`config.mk`:
```
export PLATFORM = sky130hd
export DESIGN_NAME = arbitro_cuenta
export DESIGN_NICKNAME = d
export VERILOG_FILES = /design/src/rtl/arbitro_cuenta.sv
export SDC_FILE = /design/constraint.sdc
export NUM_CORES = 1
export LEC_CHECK = 0
export ABC_CLOCK_PERIOD_IN_PS = 5000
export CAP_MARGIN = 40
export CORE_ASPECT_RATIO = 1.2
export CORE_UTILIZATION = 37
export CTS_BUF_LIST = sky130_fd_sc_hd__clkbuf_16
export DETAILED_ROUTE_END_ITERATION = 8
export PLACE_DENSITY = 0.71
export SYNTH_ARGS = -nofsm -noshare
export SYNTH_HDL_FRONTEND = slang
export SYNTH_SLANG_ARGS = --single-unit
```
`constraint.sdc`:
```
create_clock -name clk_i -period 5 [get_ports clk_i]
set_clock_uncertainty 0.2 [all_clocks]
set_input_delay 0.5 -clock clk_i [delete_from_list [all_inputs] [get_ports clk_i]]
set_output_delay 0.5 -clock clk_i [all_outputs]
set_load 0.01 [all_outputs]
```
`src/rtl/arbitro_cuenta.sv`:
```
// arbitro_cuenta: buffers one deposit/withdrawal per ATM port and serialises them onto a shared balance.
// Define ARBITRO_ROUND_ROBIN_EN for round-robin arbitration; the default build uses fixed priority to port A.
module arbitro_cuenta #(
    parameter int ANCHO_BALANCE = 64,
    parameter int ANCHO_MONTO   = 32
) (
    input  logic                     clk_i,
    input  logic                     reset_i,
    input  logic                     cargar_balance_i,
    input  logic [ANCHO_BALANCE-1:0] balance_inicial_i,
    input  logic                     stb_a_i,
    input  logic                     tipo_a_i,
    input  logic [ANCHO_MONTO-1:0]   monto_a_i,
    input  logic                     stb_b_i,
    input  logic                     tipo_b_i,
    input  logic [ANCHO_MONTO-1:0]   monto_b_i,
    output logic                     ocupado_a_o,
    output logic                     ocupado_b_o,
    output logic                     done_a_o,
    output logic                     done_b_o,
    output logic                     fondos_insuf_a_o,
    output logic                     fondos_insuf_b_o,
    output logic [ANCHO_BALANCE-1:0] balance_o
);
    localparam int NP = 2;  // index 0 = port A, index 1 = port B

    typedef enum logic {IDLE, EXEC} estado_t;

    logic [NP-1:0]                  stb, tipo;
    logic [NP-1:0][ANCHO_MONTO-1:0] monto;

    assign stb   = {stb_b_i, stb_a_i};
    assign tipo  = {tipo_b_i, tipo_a_i};
    assign monto = {monto_b_i, monto_a_i};

    // Per-port request buffers
    logic [NP-1:0]                  pend_q, pend_d, ocupado_q, ocupado_d, tipo_q, tipo_d;
    logic [NP-1:0][ANCHO_MONTO-1:0] monto_q, monto_d;
    logic [NP-1:0]                  concede, fin;

    // Sequencer state
    estado_t                  estado_q;
    logic                     activo_q;
    logic [ANCHO_BALANCE-1:0] balance_q;
    logic [NP-1:0]            done_q, insuf_q;
    logic                     ganador;

    always_comb begin
        pend_d    = pend_q;
        ocupado_d = ocupado_q;
        tipo_d    = tipo_q;
        monto_d   = monto_q;
        for (int p = 0; p < NP; p++) begin
            if (stb[p] && !ocupado_q[p]) begin
                pend_d[p]    = 1'b1;
                ocupado_d[p] = 1'b1;
                tipo_d[p]    = tipo[p];
                monto_d[p]   = monto[p];
            end
            if (concede[p]) pend_d[p] = 1'b0;
            if (fin[p])     ocupado_d[p] = 1'b0;
        end
    end

    always_ff @(posedge clk_i) begin
        if (reset_i) begin
            pend_q    <= '0;
            ocupado_q <= '0;
            tipo_q    <= '0;
            monto_q   <= '0;
        end else begin
            pend_q    <= pend_d;
            ocupado_q <= ocupado_d;
            tipo_q    <= tipo_d;
            monto_q   <= monto_d;
        end
    end

`ifdef ARBITRO_ROUND_ROBIN_EN
    // ptr_q holds the last granted port; reset value B makes A win first.
    logic ptr_q;

    always_comb begin
        if (&pend_q) ganador = ~ptr_q;
        else         ganador = ~pend_q[0];
    end
`else
    always_comb begin
        ganador = ~pend_q[0];
    end
`endif

    always_comb begin
        concede = '0;
        fin     = '0;
        if (estado_q == IDLE && !cargar_balance_i && (|pend_q)) concede[ganador] = 1'b1;
        if (estado_q == EXEC) fin[activo_q] = 1'b1;
    end

    // Datapath for the active request
    logic [ANCHO_BALANCE-1:0] monto_ext, balance_nuevo;
    logic [ANCHO_BALANCE:0]   suma;
    logic                     retiro, rechazo;

    assign monto_ext = ANCHO_BALANCE'(monto_q[activo_q]);
    assign suma      = {1'b0, balance_q} + {1'b0, monto_ext};
    assign retiro    = tipo_q[activo_q];
    assign rechazo   = retiro && (monto_ext > balance_q);

    always_comb begin
        if (retiro) balance_nuevo = rechazo ? balance_q : balance_q - monto_ext;
        else        balance_nuevo = suma[ANCHO_BALANCE] ? '1 : suma[ANCHO_BALANCE-1:0];
    end

    always_ff @(posedge clk_i) begin
        if (reset_i) begin
            estado_q  <= IDLE;
            activo_q  <= 1'b0;
            balance_q <= '0;
            done_q    <= '0;
            insuf_q   <= '0;
`ifdef ARBITRO_ROUND_ROBIN_EN
            ptr_q     <= 1'b1;
`endif
        end else begin
            done_q  <= '0;
            insuf_q <= '0;
            case (estado_q)
                IDLE: begin
                    if (cargar_balance_i) begin
                        balance_q <= balance_inicial_i;
                    end else if (|pend_q) begin
                        activo_q <= ganador;
                        estado_q <= EXEC;
`ifdef ARBITRO_ROUND_ROBIN_EN
                        ptr_q    <= ganador;
`endif
                    end
                end
                EXEC: begin
                    balance_q         <= balance_nuevo;
                    done_q[activo_q]  <= 1'b1;
                    insuf_q[activo_q] <= rechazo;
                    estado_q          <= IDLE;
                end
                default: estado_q <= IDLE;
            endcase
        end
    end

    assign ocupado_a_o      = ocupado_q[0];
    assign ocupado_b_o      = ocupado_q[1];
    assign done_a_o         = done_q[0];
    assign done_b_o         = done_q[1];
    assign fondos_insuf_a_o = insuf_q[0];
    assign fondos_insuf_b_o = insuf_q[1];
    assign balance_o        = balance_q;
endmodule

```
# After elaboration in Yosys (flattened, before gate mapping)
# Cells that the tools add are included.
# word_totals
reg_bits,140
# classes
n_addsub,2
n_lt_le_gt_ge,5
eq_ne,2
muxes,18
bitwise,4
reduce_logical,18
# op_table
cell,count
64-bit 2-to-1 mux,4
64-bit case mux with 2 select lines,1
64-bit by 32-bit adder with 65-bit output,1
32-bit by 64-bit > comparator with 1-bit output,1
32-bit 2-to-1 mux,2
64-bit by 32-bit subtractor with 64-bit output,1
2-bit OR reduction,6
1-bit logical AND,7
1-bit 2-to-1 mux,6
1-bit by 2-bit less-than comparator with 1-bit output (second input constant),2
2-bit 2-to-1 mux,2
1-bit zero test,3
3-bit != test (second input constant),1
1-bit NOT,3
3-bit AND reduction,1
2-bit bitwise AND,1
1-bit demux with 1-bit select,2
1-bit greater-or-equal comparator (second input constant),2
2-bit != test (second input constant),1
1-bit case mux with 2 select lines,1
2-bit AND reduction,1

# Logic depth before layout (Yosys ltp)
# Gate-level depths: netlist of run 1.
# depth
depth_word,7
mapped_depth,17
mapped_depth_nobuf,13

# Worst setup path after synthesis of run 1
# No wires, ideal clock.
# synth_timing
path_kind,reg-to-reg
start,register activo_q
end,"register balance_q[54], in the netlist balance_o[54]"
setup_time_ps,95
t_arrival_ps,4023
setup_slack_ps,682
path_stages_with_launch,17
path_buffers,6
period_less_slack_ps,4318
cell_sequence,dfxtp_1 > buf_1 > buf_1 > mux2i_1 > ha_1 > buf_2 > or4_4 > a21oi_2 > or4b_1 > o21ai_2 > nor3_4 > o21ai_2 > buf_2 > o21a_1 > buf_2 > buf_2 > a221oi_1
# synth_via
elab_chain_cells,6
# synth_rtl
item,line,rtl
start: declaration,43,logic activo_q;
start signal: assignment,133,activo_q <= ganador;
32-bit 2-to-1 mux (implied by the code) (2 in series),105,assign monto_ext = ANCHO_BALANCE'(monto_q[activo_q]);
"64-bit by 32-bit adder with 65-bit output, or another cell as far along",106,"assign suma = {1'b0, balance_q} + {1'b0, monto_ext};"
"64-bit 2-to-1 mux, or another cell as far along",112,else balance_nuevo = suma[ANCHO_BALANCE] ? '1 : suma[ANCHO_BALANCE-1:0];
64-bit 2-to-1 mux or 3-bit != test (tied branches),n/a,
64-bit case mux with 2 select lines or 2-bit AND reduction (tied branches),n/a,
end signal: assignment,131,balance_q <= balance_inicial_i;
end signal: assignment,141,balance_q <= balance_nuevo;
end: declaration,44,logic [ANCHO_BALANCE-1:0] balance_q;
# Several ways; a longest one is shown, not always the timed one. The select of a mux whose other input is x is not followed.
# A chain may end at the register's enable or synchronous reset.

# Final worst setup path of run 1
# layout_timing
start,register activo_q
end,"register balance_q[44], in the netlist balance_o[44]"
# The elaborated chain is that of the path after synthesis.

==> impl_metrics.env, run 1 <==
export IMPL_run_status="complete, no violations"
export IMPL_async_flop_share_pct=0
export IMPL_multi_input_area_mm2=0.007520
export IMPL_syn_to_final_growth_pct=27.12
export IMPL_max_cap_violations=0
export IMPL_final_nets=1892
export IMPL_cts_hold_buf=0
export IMPL_synth_cells=1523
export IMPL_cts_clk_slew_worst_paths_ns=0.06
export IMPL_die_area_mm2=0.03059
export IMPL_hold_depth=2
export IMPL_cts_buffers=17
export IMPL_max_freq_ghz=0.2113
export IMPL_post_route_util_pct=48.31
export IMPL_firstDrtPassIters=6
export IMPL_ir_worst_vdd_uv=228.8
export IMPL_hold_viol_final=0
export IMPL_synth_nets=1728
export IMPL_ys_ff_latch=140
export IMPL_die_w_um=159.8
export IMPL_wl_per_cell_um=20.72
export IMPL_yosysSeqAreaShare_pct=25.35
export IMPL_clkLatencyLatePin_ns=0.45
export IMPL_avgSynthCellArea_um2=7.261
export IMPL_grt_pass1_vias=11900
export IMPL_num_fill_cells=2982
export IMPL_fp_row_count=68
export IMPL_cp_end_kind="register"
export IMPL_leakage_nw=5.474
export IMPL_synth_top_cell_area_share_pct=25.35
export IMPL_finalMaxSlewViolations=0
export IMPL_drive_gt1_share_pct=6.765
export IMPL_tightestPinTransition_ns=0.7797
export IMPL_io_pin_count=205
export IMPL_timing_final_crit_period_ns=4.732
export IMPL_period_share_pct=94.65
export IMPL_cp_arrival_ns=4.86
export IMPL_fp_dieH_um=191.4
export IMPL_synth_edf_count=0
export IMPL_drt_total_wl_um=43190
export IMPL_pre_cts_ws_ns=0.3368
export IMPL_worstPathRequired_ns=5.13
export IMPL_grt_pass1_wl_um=66130
export IMPL_grt_max_degree=90
export IMPL_htreeDepth=4
export IMPL_clockRootBuffer="clkbuf_16"
export IMPL_coreArea_mm2=0.02910
export IMPL_synth_most_common_cell="nand2_1"
export IMPL_fin_ws_ns=0.2676
export IMPL_worstSetupPathType="register to register"
export IMPL_synthTopCellsByArea="dfxtp_1 (25%), a21oi_1 (8.5%), nand2_1 (8.4%), ha_1 (7.7%), o21ai_0 (3.8%)"
export IMPL_slew_headroom_pct=47.62
export IMPL_gp_congestion=0.9938
export IMPL_clock_path_buffers=2
export IMPL_rsz0062_at_grt="no"
export IMPL_totalPowerFinal_mw=3.878
export IMPL_start_util_pct=38.00
export IMPL_dpl_hpwl_um=33010
export IMPL_drt_initial_drc_count=927
export IMPL_grt_ovfl_total=0
export IMPL_post_cts_buffers=0
export IMPL_r2r_cells=14
export IMPL_regArea_mm2=0.002805
export IMPL_cts_tree="done"
export IMPL_yosys_warnings=0
export IMPL_syn_area_mm2=0.01106
export IMPL_via_per_inst=5.849
export IMPL_grt_antenna_before_repair=0
export IMPL_cts_sinks=140
export IMPL_power_per_cell_area_mw_per_mm2=275.8
export IMPL_setup_viol=0
export IMPL_fin_tns_setup_ns=0
export IMPL_ys_types=85
export IMPL_port_buffers=204
export IMPL_track_usage_pct=27.72
export IMPL_ant_nets=0
export IMPL_antenna_cells=0
export IMPL_min_path_type="input pin to register"
export IMPL_yosysTopAreaCell="dfxtp_1"
export IMPL_synth_common_cells="nand2_1 (248), a21oi_1 (187), dfxtp_1 (140)"
export IMPL_cp_max_fo=29
export IMPL_hold_slack_ns=0.2418
export IMPL_cp_start_kind="register"
export IMPL_ys_flop_type="dfxtp_1"
export IMPL_drc_errors=0
export IMPL_routed_via_count=12200
cell type report:
| type | instances | area share [%] |
|---|---|---|
| clock buffer | 17 | 3.026 |
| clock inverter | 15 | 0.9524 |
| inverter | 82 | 2.190 |
| multi-input combinational | 1201 | 53.49 |
| sequential | 140 | 19.96 |
| tap | 385 | 3.427 |
| timing repair buffer | 245 | 16.96 |
logic make-up (layout without fill, tap and decap cells):
group	Yosys count	count (layout)	synth area share (%)
simple gates	551	551	23.34
mux	39	39	3.564
compound gates	496	496	29.18
flops	140	140	25.35
xor+xnor	45	45	3.564
buf+inv	182	359	6.947
fa+ha+maj	70	70	8.056
what timing repair did:
item                                   CTS  global route
gates resized for setup                  0             1
endpoints found under the hold margin    0             0
setup endpoints to repair                0             1
critical path: stages (launching register included):
cell	delay, ns
dfxtp_2	0.42
buf_4	0.32
mux2i_1	0.29
ha_1	0.44
nor2_1	0.12
a221o_1	0.34
a211oi_1	0.45
a2bb2oi_1	0.31
o41ai_4	0.19
o21ai_2	0.54
o21a_1	0.22
buf_4	0.35
nand2_1	0.10
o221ai_1	0.15
o21ba_1	0.18
stage by stage:
stage               area, µm²  instances
finish                  14060       2085
global route            14060       2085
CTS                     14050       2085
detailed placement      13490       2053
global placement        13440       2050
floorplan               11060       1523
layout by cell type, fill, tap and decap left out, types with 39 or more instances in the layout:
cell type        instances
o21ai_0                 83
nand2_1                248
a21oi_1                187
inv_1                   83
buf_4                   39
clkdlybuf4s50_1        203
nor3_1                  40
dfxtp_1                138
ha_1                    68
nor2_1                 103
power by group:
part           leakage (nW)  internal (mW)  total, mW  switching, mW
Combinational          4.05          0.537       1.31          0.769
Clock                 0.272          0.690       1.26          0.572
Sequential             1.16           1.19       1.31          0.114
state kept, by name (all words and copies together), names as in the netlist, 2 cells and up:
register   flops
balance_o     64
monto_q       64
done_q         2
insuf_q        2
ocupado_q      2
pend_q         2
tipo_q         2
final timing paths:
check                                start       endpoint  slack (ns)
worst max register to register    activo_q  balance_o[44]        0.27
worst min register to register  monto_q[7]     monto_q[7]        0.26
worst min-delay path               reset_i       estado_q        0.24
worst max-delay path              activo_q  balance_o[44]        0.27
metal layers:
metal	routed length [µm]	track usage [%]
met5	0	0
met4	1935	14.32
met3	2380	3.385
met2	21140	49.23
met1	17730	32.74
No activity file was read; power rests on OpenSTA's default activity.
==> run 2, diff against run 1 <==
- CTS_CLUSTER_DIAMETER: default -> 60
==> results of run 2 <==
Same layout as run 1: the final DEF is identical, and so are final timing and power.
